<file path="src/rtl/lc3b_types.sv">
// Shared LC-3b datapath types used by the cache arbiter slice.
// Holds the word/line types and the arbiter state encoding.
package lc3b_types;

  typedef logic [15:0]  lc3b_word;
  typedef logic [127:0] lc3b_line;

  typedef enum logic [1:0] {
    s_idle,
    s_busy_i,
    s_busy_d
  } lc3b_arb_state;

  // Downstream memory works on 16-byte lines, so the byte offset is always zero.
  localparam lc3b_word LINE_MASK = 16'hFFF0;

endpackage

</file>
<file path="src/rtl/arb_req_reg.sv">
// Load-enabled holding register for the granted pmem request.
// Keeps the downstream strobes stable until the transaction completes.
module arb_req_reg
  import lc3b_types::*;
(
  input  logic     clk,
  input  logic     rst,
  input  logic     i_load,
  input  logic     i_clear,
  input  lc3b_word i_address,
  input  lc3b_line i_wdata,
  input  logic     i_read,
  input  logic     i_write,
  output lc3b_word o_address,
  output lc3b_line o_wdata,
  output logic     o_read,
  output logic     o_write
);

  lc3b_word r_address;
  lc3b_line r_wdata;
  logic     r_read;
  logic     r_write;

  // A request asserting both read and write is issued as a write only.
  always_ff @(posedge clk or posedge rst) begin
    if (rst) begin
      r_address <= '0;
      r_wdata   <= '0;
      r_read    <= 1'b0;
      r_write   <= 1'b0;
    end else if (i_load) begin
      r_address <= i_address & LINE_MASK;
      r_wdata   <= i_wdata;
      r_read    <= i_read & ~i_write;
      r_write   <= i_write;
    end else if (i_clear) begin
      r_read    <= 1'b0;
      r_write   <= 1'b0;
    end
  end

  assign o_address = r_address;
  assign o_wdata   = r_wdata;
  assign o_read    = r_read;
  assign o_write   = r_write;

endmodule

</file>
<file path="src/rtl/cache_arbiter.sv">
// Shares the physical-memory port between the L1 icache and dcache.
// One grant at a time; the response is routed only to the granted cache.
module cache_arbiter
  import lc3b_types::*;
#(
  parameter int PRIORITY_MODE = 0,
  parameter int CNT_WIDTH     = 16
) (
  input  logic                 clk,
  input  logic                 rst,
  input  logic                 icache_pmem_read,
  input  logic                 icache_pmem_write,
  input  logic [15:0]          icache_pmem_address,
  input  logic [127:0]         icache_pmem_wdata,
  output logic [127:0]         icache_pmem_rdata,
  output logic                 icache_pmem_resp,
  input  logic                 dcache_pmem_read,
  input  logic                 dcache_pmem_write,
  input  logic [15:0]          dcache_pmem_address,
  input  logic [127:0]         dcache_pmem_wdata,
  output logic [127:0]         dcache_pmem_rdata,
  output logic                 dcache_pmem_resp,
  output logic                 mem_read,
  output logic                 mem_write,
  output logic [15:0]          mem_address,
  output logic [127:0]         mem_wdata,
  input  logic [127:0]         mem_rdata,
  input  logic                 mem_resp,
  output logic [CNT_WIDTH-1:0] contention_count
);

  localparam logic [CNT_WIDTH-1:0] CNT_ONE = 1;
  localparam logic [CNT_WIDTH-1:0] CNT_MAX = '1;

  lc3b_arb_state        r_state;
  lc3b_arb_state        w_nextState;
  logic                 r_lastGrant;
  logic                 w_nextLastGrant;
  logic [CNT_WIDTH-1:0] r_count;

  logic     w_iPend;
  logic     w_dPend;
  logic     w_grantD;
  logic     w_load;
  logic     w_clear;
  logic     w_contend;
  lc3b_word w_reqAddress;
  lc3b_line w_reqWdata;
  logic     w_reqRead;
  logic     w_reqWrite;

  assign w_iPend   = icache_pmem_read | icache_pmem_write;
  assign w_dPend   = dcache_pmem_read | dcache_pmem_write;
  assign w_contend = (r_state == s_idle) & w_iPend & w_dPend;

  // r_lastGrant: 0 = icache, 1 = dcache; round-robin picks the other one.
  always_comb begin
    w_grantD = w_dPend;
    if (w_iPend && w_dPend) begin
      w_grantD = (PRIORITY_MODE != 0) ? 1'b1 : ~r_lastGrant;
    end
  end

  assign w_reqAddress = w_grantD ? dcache_pmem_address : icache_pmem_address;
  assign w_reqWdata   = w_grantD ? dcache_pmem_wdata   : icache_pmem_wdata;
  assign w_reqRead    = w_grantD ? dcache_pmem_read    : icache_pmem_read;
  assign w_reqWrite   = w_grantD ? dcache_pmem_write   : icache_pmem_write;

  always_comb begin
    w_nextState      = r_state;
    w_nextLastGrant  = r_lastGrant;
    w_load           = 1'b0;
    w_clear          = 1'b0;
    icache_pmem_resp = 1'b0;
    dcache_pmem_resp = 1'b0;
    unique case (r_state)
      s_idle: begin
        if (w_iPend || w_dPend) begin
          w_load          = 1'b1;
          w_nextLastGrant = w_grantD;
          w_nextState     = w_grantD ? s_busy_d : s_busy_i;
        end
      end
      s_busy_i: begin
        if (mem_resp) begin
          icache_pmem_resp = 1'b1;
          w_clear          = 1'b1;
          w_nextState      = s_idle;
        end
      end
      s_busy_d: begin
        if (mem_resp) begin
          dcache_pmem_resp = 1'b1;
          w_clear          = 1'b1;
          w_nextState      = s_idle;
        end
      end
      default: w_nextState = s_idle;
    endcase
  end

  always_ff @(posedge clk or posedge rst) begin
    if (rst) begin
      r_state     <= s_idle;
      r_lastGrant <= 1'b0;
    end else begin
      r_state     <= w_nextState;
      r_lastGrant <= w_nextLastGrant;
    end
  end

  always_ff @(posedge clk or posedge rst) begin
    if (rst) begin
      r_count <= '0;
    end else if (w_contend && (r_count != CNT_MAX)) begin
      r_count <= r_count + CNT_ONE;
    end
  end

  arb_req_reg u_reqReg (
    .clk       (clk),
    .rst       (rst),
    .i_load    (w_load),
    .i_clear   (w_clear),
    .i_address (w_reqAddress),
    .i_wdata   (w_reqWdata),
    .i_read    (w_reqRead),
    .i_write   (w_reqWrite),
    .o_address (mem_address),
    .o_wdata   (mem_wdata),
    .o_read    (mem_read),
    .o_write   (mem_write)
  );

  assign icache_pmem_rdata = mem_rdata;
  assign dcache_pmem_rdata = mem_rdata;
  assign contention_count  = r_count;

endmodule

</file>
<file path="config.mk">
export PLATFORM = sky130hd
export DESIGN_NAME = cache_arbiter
export DESIGN_NICKNAME = d
export VERILOG_FILES = /design/src/rtl/lc3b_types.sv /design/src/rtl/arb_req_reg.sv /design/src/rtl/cache_arbiter.sv
export SDC_FILE = /design/constraint.sdc
export NUM_CORES = 1
export LEC_CHECK = 0
export ABC_AREA = 1
export CORE_AREA = 2 2 330 332
export CTS_BUF_LIST = sky130_fd_sc_hd__clkbuf_8 sky130_fd_sc_hd__clkbuf_16
export DETAILED_ROUTE_END_ITERATION = 10
export DIE_AREA = 0 0 332 334
export SYNTH_ARGS = -nofsm -noshare
export SYNTH_HDL_FRONTEND = slang
export SYNTH_SLANG_ARGS = --single-unit
</file>
<file path="constraint.sdc">
create_clock -name clk -period 7.5 [get_ports clk]
set_input_delay 1.5 -clock clk [delete_from_list [all_inputs] [get_ports clk]]
set_output_delay 1.5 -clock clk [all_outputs]
set_load 0.02 [all_outputs]
</file>
==> impl_metrics.env, run 1 <==
export IMPL_status="completed"
export IMPL_crit_family="buffers and inverters"
export IMPL_finalWirelength_um=44410
export IMPL_synth_top_area_cell="dfrtp_1"
export IMPL_dp_cells=2763
export IMPL_maxSlewHeadroom_pct=45.57
export IMPL_post_dp_hpwl_um=34750
export IMPL_holdBufCountCts=0
export IMPL_drt_iter0_drc=275
export IMPL_area_delta_synth_final_pct=50.48
export IMPL_vias=8098
export IMPL_synth_area_per_cell_sq_um=7.756
export IMPL_cts_made_buffers=17
export IMPL_p_total_mw=5.337
export IMPL_gp_congestion=0.7483
export IMPL_core_area_sq_mm=0.1078
export IMPL_p_leak_nw=5.630
export IMPL_drv_slew=0
export IMPL_rows=121
export IMPL_synth_cell_types=25
export IMPL_cts_setup_buffers=0
export IMPL_synth_seq_cells=161
export IMPL_initial_utilization_pct=8.635
export IMPL_drive_above_1_share_pct=3.621
export IMPL_clk_latency_ns=0.50
export IMPL_cp_max_fo=4
export IMPL_first_global_vias=8283
export IMPL_grt_total_usage_pct=7.907
export IMPL_antenna_found_initial=1
export IMPL_cap_violations=0
export IMPL_cp_common_cell="clkdlybuf4s50_1"
export IMPL_path_class="primary input to output pin"
export IMPL_fin_setup_tns_ns=0
export IMPL_synthArstFlopShare_pct=100.0
export IMPL_ios=843
export IMPL_slowest_delay_ns=0.61
export IMPL_cts_resized_gates=0
export IMPL_powerDensity_mw_per_mm2=381.0
export IMPL_cp_required_ns=6.00
export IMPL_synthesis_instances=1200
export IMPL_cts_tree="yes"
export IMPL_fmax_mhz=235.8
export IMPL_yosys_top_cells_area="dfrtp_1 43%, buf_4 21%, nand2_1 20%, nand3_1 7.9%, buf_2 1.8%"
export IMPL_cts_max_level=4
export IMPL_synth_seq_area_share_pct=43.29
export IMPL_netlist_area_sq_mm=0.009308
export IMPL_clkTransAtPathRegs_ns=0.07
export IMPL_whs_ns=0.4978
export IMPL_fin_crit_sh_pct=56.55
export IMPL_ir_drop_mv=0.2834
export IMPL_clock_sinks=161
export IMPL_post_drt_wl_per_cell_um=15.87
export IMPL_die_h_um=334
export IMPL_fin_nets=1795
export IMPL_cp_arrival_ns=2.74
export IMPL_crit_chain="clkdlybuf4s50_1 -> nand2_1 -> inv_1 -> clkdlybuf4s50_1"
export IMPL_synth_top_area_share_pct=43.29
export IMPL_grt_max_degree=87
export IMPL_via_per_inst=2.894
export IMPL_grt_setup_unrepaired="false"
export IMPL_synth_enable_flop_cells=0
export IMPL_cts_root_buf="clkbuf_16"
export IMPL_die_x_um=332
export IMPL_ys_flop_type="dfrtp_1"
export IMPL_fin_crit_ns=4.242
export IMPL_grt_pass1_wl_um=61170
export IMPL_port_buffers=446
export IMPL_tightestPinTransition_ns=0.8103
export IMPL_drtAntennaViolNets=0
export IMPL_start_kind="primary input"
export IMPL_grt_ovfl_total=0
export IMPL_drc=0
export IMPL_firstDrtPassIters=4
export IMPL_clk_path_buf_depth=2
export IMPL_die_area_sq_mm=0.1109
export IMPL_setup_viol=0
export IMPL_crit_buf_inv=3
export IMPL_hold_violations=0
export IMPL_final_util_pct=12.99
export IMPL_worst_setup_path_end_kind="output pin"
export IMPL_hold_path_class="register to register"
export IMPL_critPathSlowestCell="clkdlybuf4s50_1"
export IMPL_fin_cells=2798
export IMPL_yosys_warnings=0
export IMPL_clock_skew_ns=0.02895
layout by cell type (no fill, tap or decap), types with 4 or more instances in the layout:
cell,Yosys,final
buf_4,262,6
clkbuf_16,0,17
clkdlybuf4s50_1,0,446
clkinv_2,0,4
conb_1,1,4
dfrtp_1,161,161
ha_1,4,4
inv_1,20,20
inv_6,0,7
nand2_1,508,508
nand3_1,147,147
nand4_1,5,5
nor2_1,18,18
nor2_4,3,4
o21ai_0,9,9
xnor2_1,6,6
cells in the mapped netlist, drive strengths merged, types with 4 or more instances:
cell and instances:
inv 22, nand3 147, nand2 511, xnor2 6
nand4 5, ha 4, buf 301, dfrtp 161
o21ai 10, clkbuf 6, nor2 23
metal layers:
metal / GRT usage, % / wire length (um) / vias up
li1: - / - / 3822
met1: 8.824 / 17600 / 3607
met2: 11.34 / 18430 / 533
met3: 4.633 / 5808 / 134
met4: 5.184 / 2552 / 2
met5: 0 / 9 / -
worst paths after layout:
kind,start,end,slack [ns],cells past startpoint
max,mem_resp,dcache_pmem_resp,3.26,4
min,u_reqReg.o_wdata[66]$_DFFE_PP0P_,u_reqReg.o_wdata[66]$_DFFE_PP0P_,0.50,2
max reg2reg,r_state[0]$_DFFE_PP0P_,u_reqReg.o_wdata[46]$_DFFE_PP0P_,4.99,7
min reg2reg,u_reqReg.o_wdata[66]$_DFFE_PP0P_,u_reqReg.o_wdata[66]$_DFFE_PP0P_,0.50,2
max in group asynchronous,rst,u_reqReg.o_wdata[109]$_DFFE_PP0P_,4.72,3
min in group asynchronous,rst,u_reqReg.o_wdata[91]$_DFFE_PP0P_,1.49,2
logic make-up after synthesis:
kind of cell | after synthesis | synth area share (%)
AND/OR/NAND/NOR | 687 | 30.26
other | 1 | 0.04029
adder cells (fa/ha/maj) | 4 | 0.5377
AO/OA/AOI/OAI | 11 | 0.7394
flip-flops | 161 | 43.29
XOR/XNOR | 7 | 0.6587
buffers and inverters | 329 | 24.48
area by class of cell:
class                   instances  area, sq um
clock inverters                14        103.9
clock buffers                  18        439.2
flip-flops and latches        161         4029
repair buffers                453         4529
multi-input cells             713         3030
fillers                     12420        93790
well taps                    1414         1769
diodes                          3        7.507
inverters                      22        97.59
flip-flops by register name (all words and copies together) (netlist names):
name	count
contention_count	16
r_lastGrant	1
r_state	2
u_reqReg.o_address	12
u_reqReg.o_read	1
u_reqReg.o_wdata	128
u_reqReg.o_write	1
report_power, final:
part	internal, mW	switching [mW]	leakage (nW)
combinational	1.14	1.76	3.37
sequential	1.28	0.269	1.99
clock	0.438	0.458	0.275
total	2.85	2.48	5.63
worst min-delay path, delay by kind of cell, from the launching register on:
kind | cells | cell delay, ns
flops | 1 | 0.35
simple gates | 2 | 0.12
metrics by stage:
stage | setup slack (ns) | instance area, sq um
after global routing | 3.212 | 14000
final | 3.258 | 14010
after floorplan | 1.652 | 9319
after detailed placement | 3.240 | 13460
after global placement | 3.254 | 13460
after CTS | 3.238 | 14000
(Power assumes the default switching activity.)
==> run 2, diff against run 1 <==
clock period = 4.1 ns   (was 7.5 ns; I/O delays follow)
==> run 2 against run 1 <==
Effect of this change: cell count hardly changed; setup slack worse by 2.1 ns; total power is 84% higher; wire length hardly changed; hold slack worse by 0.0017 ns; clock skew is 0.010 ns lower; sequential power is 86% higher; flip-flop and latch count stayed put; critical endpoint unchanged; largest cell class unchanged; highest routed layer unchanged.
==> impl_metrics.env, run 2 (synthesis gave the netlist of run 1 again) <==
export IMPL_holdBufCountCts=0
export IMPL_whs_ns=0.4961
export IMPL_start_kind="primary input"
export IMPL_firstDrtPassIters=5
export IMPL_hold_path_class="register to register"
export IMPL_drc=0
export IMPL_area_delta_synth_final_pct=51.71
export IMPL_cap_violations=0
export IMPL_powerDensity_mw_per_mm2=696.9
export IMPL_fin_cells=2800
export IMPL_hp_start="u_reqReg.o_wdata[29]$_DFFE_PP0P_"
export IMPL_fmax_mhz=340.2
export IMPL_die_area_sq_mm=0.1109
export IMPL_dp_worst_setup_slack_ns=1.130
export IMPL_ios=843
export IMPL_grt_max_degree=144
export IMPL_final_common_cell="nand2_1"
export IMPL_initial_utilization_pct=8.635
export IMPL_setup_viol=0
export IMPL_path_class="primary input to output pin"
export IMPL_finalWirelength_um=44430
export IMPL_largest_reg_flops=128
export IMPL_post_drt_wl_per_cell_um=15.87
export IMPL_gp_congestion=0.7538
export IMPL_port_buffers=446
export IMPL_post_dp_hpwl_um=35140
export IMPL_clkTransAtPathRegs_ns=0.07
export IMPL_ir_drop_mv=0.5800
export IMPL_grt_setup_unrepaired="false"
export IMPL_clock_sinks=161
export IMPL_fin_setup_tns_ns=0
export IMPL_die_x_um=332
export IMPL_antenna_found_initial=3
export IMPL_dp_cells=2768
export IMPL_p_total_mw=9.841
export IMPL_grt_ovfl_total=0
export IMPL_cp_max_fo=4
export IMPL_cts_setup_buffers=0
export IMPL_status="completed"
export IMPL_cts_resized_gates=0
export IMPL_drtAntennaViolNets=0
export IMPL_setup_ws_ns=1.160
export IMPL_grt_total_usage_pct=7.852
export IMPL_drv_slew=0
export IMPL_clk_path_buf_depth=2
export IMPL_grt_pass1_wl_um=60670
export IMPL_final_cell_mix="508 x nand2_1, 446 x clkdlybuf4s50_1, 161 x dfrtp_1, 147 x nand3_1, 19 x inv_1"
export IMPL_fin_crit_ns=2.940
export IMPL_tightestPinTransition_ns=0.9282
export IMPL_via_per_inst=2.895
export IMPL_cts_max_level=4
export IMPL_drt_iter0_drc=274
export IMPL_clock_skew_ns=0.01870
export IMPL_fin_crit_sh_pct=71.70
export IMPL_cts_root_buf="clkbuf_16"
export IMPL_drive_above_1_share_pct=3.971
export IMPL_cp_arrival_ns=2.12
export IMPL_cts_tree="yes"
export IMPL_die_h_um=334
export IMPL_first_global_vias=8247
export IMPL_r2r_start="r_state[1]$_DFFE_PP0P_"
export IMPL_p_leak_nw=5.673
export IMPL_rows=121
export IMPL_clk_latency_ns=0.49
export IMPL_maxSlewHeadroom_pct=38.12
export IMPL_hold_violations=0
export IMPL_vias=8106
export IMPL_worst_setup_path_end_kind="output pin"
export IMPL_core_area_sq_mm=0.1078
export IMPL_cp_startpoint="mem_resp"
export IMPL_cts_made_buffers=17
export IMPL_cp_required_ns=3.28
export IMPL_fin_nets=1800
[run 2: cell count changes in the layout (fill, tap and decap cells not counted)]
| cell | previous run | this run |
|---|---|---|
| buf_12 | 1 | 7 |
| clkinv_4 | 1 | 4 |
| inv_6 | 7 | 4 |
| clkinv_2 | 4 | 2 |
| diode_2 | 3 | 1 |
| buf_4 | 6 | 5 |
| clkbuf_8 | 1 | 2 |
| clkinvlp_4 | 1 | 2 |
| inv_1 | 20 | 19 |
[run 2: layer usage]
layer  GRT usage [%]  vias to the layer above  part of all wire (%)
li1                -                     3823                     -
met1           8.860                     3626                    40
met2           11.44                      531                    42
met3           4.743                      124                    13
met4           4.236                        2                   4.3
met5               0                        -                 0.029
[run 2: final cells by class]
| cell class | instances | area (sq um) |
|---|---|---|
| diodes | 1 | 2.502 |
| clock buffers | 19 | 452.9 |
| clock inverters | 12 | 101.3 |
| fillers | 12370 | 93670 |
| inverters | 22 | 93.84 |
| multi-input cells | 713 | 3030 |
| flip-flops and latches | 161 | 4029 |
| well taps | 1414 | 1769 |
| repair buffers | 458 | 4642 |
[run 2: power breakdown]
part           switching (mW)  internal [mW]  leakage (nW)  total, mW
Combinational            3.18           2.13          3.41       5.31
Sequential              0.557           2.34          1.99       2.89
Clock                   0.817          0.819         0.274       1.64
Total                    4.55           5.29          5.67       9.84
[run 2: metrics by stage]
stage	instance area, sq um	util (%)
detailed placement	13560	12.58
global placement	13560	12.58
global route	14120	13.10
CTS	14120	13.10
floorplan	9323	-
finish	14120	13.10
[run 2: worst paths after layout]
kind | to | slack (ns) | depth (start not counted)
max in group asynchronous | u_reqReg.o_wdata[48]$_DFFE_PP0P_ | 2.62 | 4
max reg2reg | u_reqReg.o_wdata[53]$_DFFE_PP0P_ | 2.04 | 7
min | u_reqReg.o_wdata[29]$_DFFE_PP0P_ | 0.50 | 2
max | dcache_pmem_resp | 1.16 | 4
min reg2reg | u_reqReg.o_wdata[29]$_DFFE_PP0P_ | 0.50 | 2
min in group asynchronous | u_reqReg.o_wdata[97]$_DFFE_PP0P_ | 0.69 | 2
[run 2: worst max-delay path, cell delays in order]
cell,delay [ns]
clkdlybuf4s50_1,0.53
nand2_1,0.10
inv_1,0.06
clkdlybuf4s50_1,0.61
==> run 3, diff against run 2 <==
clock period = 2.8 ns   (was 4.1 ns; I/O delays follow)
==> run 3 against run 2 <==
Effect of this change: critical path depth grew 1; clock-buffer cell count down 1; clock skew rose by 0.013 ns; clock power up 49%; cell count grew 0.57%; largest cell class unchanged; largest power group unchanged; highest routed layer unchanged.
==> impl_metrics.env, run 3 (synthesis gave the netlist of run 1 again) <==
export IMPL_status="completed"
export IMPL_largest_reg_flops=128
export IMPL_first_global_vias=8364
export IMPL_multiInputGateArea_sq_mm=0.003030
export IMPL_cts_setup_buffers=0
export IMPL_drtAntennaViolNets=0
export IMPL_rr_worst_depth=8
export IMPL_ios=843
export IMPL_p_leak_nw=5.737
export IMPL_die_area_sq_mm=0.1109
export IMPL_r2r_end="contention_count[10]$_DFFE_PP0P_"
export IMPL_ir_drop_mv=0.5874
export IMPL_die_x_um=332
export IMPL_cts_made_buffers=17
export IMPL_cts_root_buf="clkbuf_16"
export IMPL_grt_setup_unrepaired="false"
export IMPL_p_sw_mw=6.755
export IMPL_fmax_mhz=408.7
export IMPL_setup_viol=0
export IMPL_firstDrtPassIters=4
export IMPL_cts_max_level=4
export IMPL_clk_latency_ns=0.51
export IMPL_p_seq_share_pct=29.0
export IMPL_grt_pass1_wl_um=60970
export IMPL_powerDensity_mw_per_mm2=1027
export IMPL_vias=8241
export IMPL_post_dp_hpwl_um=36070
export IMPL_port_buffers=446
export IMPL_fin_crit_ns=2.447
export IMPL_cp_startpoint="r_state[0]$_DFFE_PP0P_"
export IMPL_clkTransAtPathRegs_ns=0.10
export IMPL_cp_arrival_ns=1.89
export IMPL_final_cell_mix="508 x nand2_1, 445 x clkdlybuf4s50_1, 161 x dfrtp_1, 147 x nand3_1, 19 x inv_1"
export IMPL_fin_crit_sh_pct=87.40
export IMPL_fin_nets=1812
export IMPL_via_per_inst=2.926
export IMPL_cp_required_ns=2.24
export IMPL_hold_violations=0
export IMPL_drc=0
export IMPL_grt_ovfl_total=0
export IMPL_clock_sinks=161
export IMPL_area_delta_synth_final_pct=53.14
export IMPL_holdBufCountCts=0
export IMPL_rows=121
export IMPL_internal_power_mw=7.887
export IMPL_grt_max_degree=76
export IMPL_drv_slew=0
export IMPL_cp_max_fo=3
export IMPL_cts_resized_gates=0
export IMPL_combPwrFrac_pct=54.3
export IMPL_hold_path_class="primary input to asynchronous set/reset pin"
export IMPL_drive_above_1_share_pct=4.936
export IMPL_start_kind="register"
export IMPL_tightestPinTransition_ns=0.7084
export IMPL_cts_tree="yes"
export IMPL_seq_area_sq_mm=0.004029
export IMPL_gp_congestion=0.7656
export IMPL_clk_path_buf_depth=2
export IMPL_pwr_share_clk_pct=16.7
export IMPL_grt_total_usage_pct=7.909
export IMPL_initial_utilization_pct=8.635
export IMPL_r2r_slack_ns=0.79
export IMPL_clock_skew_ns=0.03132
export IMPL_path_class="register to output pin"
export IMPL_fin_setup_tns_ns=0
export IMPL_maxSlewHeadroom_pct=52.63
export IMPL_final_common_cell="nand2_1"
export IMPL_core_area_sq_mm=0.1078
export IMPL_cap_violations=0
export IMPL_antenna_found_initial=6
export IMPL_p_total_mw=14.64
export IMPL_switching_share_pct=46.13
export IMPL_nFillCells=12410
export IMPL_post_drt_wl_per_cell_um=16.03
export IMPL_r2r_start="contention_count[0]$_DFFE_PP0P_"
export IMPL_drt_iter0_drc=305
export IMPL_worst_setup_path_end_kind="output pin"
export IMPL_die_h_um=334
export IMPL_finalWirelength_um=45150
[run 3: worst max path at each step]
stage                                       end  cells past startpoint
6_report                       dcache_pmem_resp                      5
5_1_grt                        dcache_pmem_resp                      5
4_1_cts                        dcache_pmem_resp                      5
3_5_place_dp                   dcache_pmem_resp                      4
3_3_place_gp   u_reqReg.o_wdata[46]$_DFFE_PP0P_                      8
2_1_floorplan   contention_count[0]$_DFFE_PP0P_                      1
[run 3: metrics by stage]
step	std cells	hold WS, ns	util [%]	cell area [sq um]	setup slack (ns)
2_1_floorplan	1203	0.4769	-	9323	0.1972
3_3_place_gp	2780	0.4805	12.69	13680	0.3684
3_5_place_dp	2780	0.4809	12.69	13680	0.3645
4_1_cts	2812	0.3297	13.21	14240	0.2754
5_1_grt	2813	0.3538	13.22	14250	0.2507
6_report	2816	0.3692	13.22	14250	0.3529
[run 3: area by class of cell]
cell class / instances / share of cell area (%)
Inverter: 22 / 0.6584
Sequential cell: 161 / 28.27
Antenna cell: 4 / 0.07022
Multi-Input combinational cell: 713 / 21.26
Timing Repair Buffer: 470 / 33.36
Clock buffer: 18 / 3.081
Tap cell: 1414 / 12.41
Clock inverter: 14 / 0.8954
[run 3: critical path, cell delays in order, from the launching register on]
cell             delay [ns]
dfrtp_1                0.41
inv_1                  0.09
ha_1                   0.16
nand2_1                0.05
inv_1                  0.09
clkdlybuf4s50_1        0.62
[run 3: power by group through the flow]
stage / clock, mW / combinational (mW) / sequential, mW
floorplan: 0 / 3.05 / 5.31
global route: 2.66 / 8.61 / 4.39
global placement: 0 / 8.12 / 4.25
finish: 2.45 / 7.95 / 4.24
CTS: 2.62 / 8.18 / 4.26
detailed placement: 0 / 8.13 / 4.26
[run 3: per-layer routing]
layer  track usage [%]  routed length (um)  up-vias  part of all wire (%)
li1                  -                   -     3851                     -
met1             9.227               18950     3711                    42
met2             11.46               18840      548                    42
met3             4.384                5304      127                    12
met4             4.130                1952        4                   4.3
met5            0.5645                 107        -                  0.24
